[src/rtl/vx_alu_dot8_seq.sv]
// Sequential int8 dot-product PE: one warp request in, per-lane 4-term signed
// byte dot product accumulated over four cycles, result held on the commit channel.
module vx_alu_dot8_seq #(
    parameter int NUM_LANES = 4,
    parameter int XLEN      = 32,
    parameter int HDR_W     = 64
) (
    input  logic                      clk,
    input  logic                      reset,
    input  logic                      execute_valid,
    output logic                      execute_ready,
    input  logic [HDR_W-1:0]          execute_header,
    input  logic [NUM_LANES*XLEN-1:0] execute_rs1,
    input  logic [NUM_LANES*XLEN-1:0] execute_rs2,
    output logic                      commit_valid,
    input  logic                      commit_ready,
    output logic [HDR_W-1:0]          commit_header,
    output logic [NUM_LANES*XLEN-1:0] commit_data
);

    typedef enum logic [1:0] {
        IDLE = 2'd0,
        CALC = 2'd1,
        DONE = 2'd2
    } state_t;

    state_t                    state_r;
    state_t                    state_nxt_s;
    logic [1:0]                cnt_r;
    logic [HDR_W-1:0]          hdr_r;
    logic [NUM_LANES*XLEN-1:0] rs1_r;
    logic [NUM_LANES*XLEN-1:0] rs2_r;
    logic signed [17:0]        acc_r [NUM_LANES];
    logic                      exe_fire_s;
    logic                      com_fire_s;

    // Signed 8x8 product widened to the 18-bit accumulator width.
    function automatic logic signed [17:0] byte_prod(input logic [7:0] a, input logic [7:0] b);
        logic signed [15:0] p;
        p = $signed(a) * $signed(b);
        return {{2{p[15]}}, p};
    endfunction

    assign exe_fire_s = execute_valid && execute_ready;
    assign com_fire_s = commit_valid && commit_ready;

    // State register.
    always_ff @(posedge clk or posedge reset) begin
        if (reset) begin
            state_r <= IDLE;
        end else begin
            state_r <= state_nxt_s;
        end
    end

    // Next-state logic.
    always_comb begin
        state_nxt_s = state_r;
        case (state_r)
            IDLE: begin
                if (exe_fire_s) begin
                    state_nxt_s = CALC;
                end else begin
                    state_nxt_s = IDLE;
                end
            end
            CALC: begin
                if (cnt_r == 2'd3) begin
                    state_nxt_s = DONE;
                end else begin
                    state_nxt_s = CALC;
                end
            end
            DONE: begin
                if (com_fire_s) begin
                    if (exe_fire_s) begin
                        state_nxt_s = CALC;
                    end else begin
                        state_nxt_s = IDLE;
                    end
                end else begin
                    state_nxt_s = DONE;
                end
            end
            default: state_nxt_s = IDLE;
        endcase
    end

    // Output decode; reset gates ready so nothing is accepted while held in reset.
    always_comb begin
        execute_ready = 1'b0;
        commit_valid  = 1'b0;
        case (state_r)
            IDLE: begin
                execute_ready = ~reset;
                commit_valid  = 1'b0;
            end
            CALC: begin
                execute_ready = 1'b0;
                commit_valid  = 1'b0;
            end
            DONE: begin
                execute_ready = ~reset & commit_ready;
                commit_valid  = 1'b1;
            end
            default: begin
                execute_ready = 1'b0;
                commit_valid  = 1'b0;
            end
        endcase
    end

    // Result drive: headers and sign-extended accumulators straight from registers.
    always_comb begin
        commit_header = hdr_r;
        commit_data   = '0;
        for (int i = 0; i < NUM_LANES; i++) begin
            commit_data[i*XLEN +: XLEN] = {{(XLEN-18){acc_r[i][17]}}, acc_r[i]};
        end
    end

    // Operand capture and per-lane byte accumulation.
    always_ff @(posedge clk or posedge reset) begin
        if (reset) begin
            cnt_r <= 2'd0;
            hdr_r <= '0;
            rs1_r <= '0;
            rs2_r <= '0;
            for (int i = 0; i < NUM_LANES; i++) begin
                acc_r[i] <= 18'sd0;
            end
        end else if (exe_fire_s) begin
            cnt_r <= 2'd0;
            hdr_r <= execute_header;
            rs1_r <= execute_rs1;
            rs2_r <= execute_rs2;
            for (int i = 0; i < NUM_LANES; i++) begin
                acc_r[i] <= 18'sd0;
            end
        end else if (state_r == CALC) begin
            cnt_r <= cnt_r + 2'd1;
            for (int i = 0; i < NUM_LANES; i++) begin
                acc_r[i] <= acc_r[i] + byte_prod(rs1_r[i*XLEN + {cnt_r, 3'b000} +: 8],
                                                 rs2_r[i*XLEN + {cnt_r, 3'b000} +: 8]);
            end
        end else begin
            cnt_r <= cnt_r;
        end
    end

endmodule
[config.mk]
export PLATFORM = sky130hd
export DESIGN_NAME = vx_alu_dot8_seq
export DESIGN_NICKNAME = d
export VERILOG_FILES = /design/src/rtl/vx_alu_dot8_seq.sv
export SDC_FILE = /design/constraint.sdc
export NUM_CORES = 2
export LEC_CHECK = 0
export ABC_AREA = 1
export CORE_ASPECT_RATIO = 1.2
export CORE_MARGIN = 2
export CORE_UTILIZATION = 25
export DETAILED_ROUTE_END_ITERATION = 7
export GPL_ROUTABILITY_DRIVEN = 0
export PLACE_DENSITY = 0.55
export SYNTH_ARGS = -nofsm -noshare
export SYNTH_HDL_FRONTEND = slang
export SYNTH_SLANG_ARGS = --single-unit
[constraint.sdc]
create_clock -name clk -period 40.8 [get_ports clk]
set_input_delay 6.12 -clock clk [delete_from_list [all_inputs] [get_ports clk]]
set_output_delay 6.12 -clock clk [all_outputs]
set_load 0.03 [all_outputs]
==> summary.md <==
| Metric | Value |
|---|---|
| Status | `completed` |
| Slowest CP cell | `clkdlybuf4s50_1` |
| Number of instances in the placed design | `5,260` |
| Setup TNS | `0 ns` |
| Row count | `143` |
| Max H-tree Level | `2` |
| Number of gates resized after CTS | `0` |
| Ports | `518` |
| Core region area | `126,300 µm²` |
| Max-slew violations | `0` |
| Number of synthesis warnings | `0` |
| Endpoints failing hold | `0` |
| Drt initial violations | `1,143` |
| Min cycle time layout | `13.79 ns` |
| DP HPWL | `76.04 mm` |
| Area of the multi-input gates | `18,510 µm²` |
| CTS tree | `built` |
| Max transition margin | `23.95%` |
| Prevailing post-synth register cell | `dfrtp_1` |
| Synthesized area per cell | `9.889 µm²` |
| CTS root buffer | `clkbuf_16` |
| Seq/Total Area, Yosys | `31.24%` |
| CP Class | `in -> out` |
| Max stage delay on crit path | `0.72 ns` |
| Critical-path cell list | `clkdlybuf4s50_1, nor3_2, clkdlybuf4s50_1` |
| Share of synthesized registers carrying an async set or reset | `100.0%` |
| CP Launch Type | `primary input` |
| Busiest layer in global routing | `met2` |
| Critical path required time | `34.68 ns` |
| IO buf count | `517` |
| RSZ-0062 raised after global routing | `false` |
| FMAX | `0.07253 GHz` |
| TritonCTS Sinks | `396` |
| Detailed-route wire length | `97.15 mm` |
| Max Cap Violations | `0` |
| Setup bufs post-CTS | `0` |
| Via count | `22,740` |
| Tcrit/Tclk final | `33.79%` |
| Hold Path Class | `reg -> reg` |
| Total track usage | `14.99%` |
| Clk buf depth | `3` |
| DR WL/cell | `18.13 µm` |
| Worst-path fanout max | `2` |
| Met2 usage | `24.76%` |
| Post-route DRC violation count | `0` |
| Worst-path clk slew | `0.06 ns` |
| Post-synth EDFFs | `0` |
| Die Area | `129,800 µm²` |
| Initial core utilization | `25.11%` |
| CP Capture Type | `output port` |
| Final Setup Violations | `0` |
| Met1 usage | `19.91%` |
| Share of layout cells above drive strength 1 | `12.24%` |
| Final nets | `4,457` |
| Met3 Usage GRT | `3.207%` |
| Hold_buf cts | `0` |
| Fin worst setup slack | `27.01 ns` |
| Netlist cell types | `41` |
| Final Util | `31.59%` |
| Pre-CTS setup slack | `27.00 ns` |
| Post-Layout Cell Count | `5,358` |
| Synthesized area | `31,720 µm²` |
| Global route overflow | `0` |
| Slew @ Worst Pin | `1.141 ns` |
| Mapped Cells | `3,208` |
| Die Wd | `329.2 µm` |
| FF+latch count, synth | `396` |
| Fill cells | `13,160` |
| CP arrival | `7.67 ns` |
| Initial antenna violation count | `14` |
| Worst-Skew Late Latency | `0.65 ns` |
| First-pass GRT wire length | `148.5 mm` |
| Largest net degree at the start of global routing | `158` |
| CP most frequent cell | `clkdlybuf4s50_1` |
| Storage element area | `9913 µm²` |
| P&R area growth vs syn | `25.79%` |
| First-pass DRT Iterations | `5` |
| Chip Height | `394.2 µm` |
| Post-synth net total | `4,021` |
| Post-route ant nets | `0` |
| Vias in the first global route | `24,250` |
| Skew final | `0.03734 ns` |
| Vias per inst | `4.244` |
| CTS buffer count | `49` |
==> final cells by class <==
type | instances | share of cell area [%]
well taps | 1667 | 5.227
repair buffers | 539 | 13.48
flip-flops and latches | 396 | 24.84
multi-input cells | 2064 | 46.39
inverters | 594 | 5.625
clock inverters | 21 | 0.7525
clock buffers | 70 | 3.646
diodes | 7 | 0.04390
==> kinds of logic after synthesis <==
family                   share of synthesized area (%)
multiplexers                                     11.94
AO/OA/AOI/OAI                                    7.399
buffers and inverters                            10.45
AND/OR/NAND/NOR                                  11.51
XOR/XNOR                                        0.6074
flip-flops                                       31.24
adder cells (fa/ha/maj)                          26.86
==> routing by layer <==
metal | vias up | wire length (µm)
li1 | 10880 | -
met1 | 11270 | 43810
met2 | 484 | 45520
met3 | 106 | 5681
met4 | 8 | 2087
met5 | - | 51
==> critical path: cells and delay by family <==
kind	cells	cell delay, ns
buffers and inverters	2	1.25
AND/OR/NAND/NOR	1	0.29
==> sequential cells by signal (all words and copies together) (netlist names) <==
| signal | flops |
|---|---|
| rs2_r | 128 |
| state_r | 2 |
| commit_data | 72 |
| rs1_r | 128 |
| cnt_r | 2 |
| commit_header | 64 |
==> cells in the mapped netlist, drive strengths merged, types with 22 or more instances <==
cell type	count	area, µm²
nand3	64	320.3
fa	320	6406
o21ai	77	385.4
nor2	331	1242
ha	169	2115
nand2	530	1989
buf	132	1003
clkbuf	22	82.58
a32oi	54	720.7
dfrtp	396	9910
mux2	271	3787
inv	593	2226
a21oi	159	859.6
==> path summary, 6_finish.rpt <==
kind	slack, ns	cells after the start	to	startpoint
setup / recovery	27.01	3	execute_ready	reset
hold / removal	0.50	1	state_r[0]$_DFF_PP0_	state_r[1]$_DFF_PP0_
setup reg to reg	33.10	20	commit_data[113]$_DFFE_PP0P_	cnt_r[0]$_DFFE_PP0P_
hold reg to reg	0.50	1	state_r[0]$_DFF_PP0_	state_r[1]$_DFF_PP0_
max in group asynchronous	32.46	4	commit_data[44]$_DFFE_PP0P_	reset
min in group asynchronous	6.04	2	rs2_r[6]$_DFFE_PP0P_	reset
==> stage by stage <==
| stage | cell area [µm²] | hold slack [ns] |
|---|---|---|
| after floorplan | 31720 | 0.4618 |
| after global placement | 38130 | 0.4694 |
| after detailed placement | 38130 | 0.4839 |
| after CTS | 39890 | 0.4922 |
| after global routing | 39900 | 0.5131 |
| final | 39910 | 0.4956 |
==> layout by cell type, fill, tap and decap left out, types with 5 or more instances in the layout <==
master and instances:
o22ai_1 13, nand3_1 64, clkdlybuf4s50_1 517, a21oi_1 142, clkinv_2 5, buf_4 19, xnor2_1 12, xor2_1 10
nand2_1 527, inv_1 577, a21o_1 9, mux2_4 196, a21oi_2 17, dfrtp_1 395, diode_2 7, o21bai_1 8
fa_1 320, ha_1 169, a32oi_1 21, nor2_1 331, a32oi_2 33, clkbuf_8 15, mux2_2 75, o21ai_0 77
clkbuf_1 6, inv_2 14, clkbuf_16 49
Power is left out: the tool's default activity adds up to more than one toggle a clock period on the data nets, which glitch-free logic cannot reach.
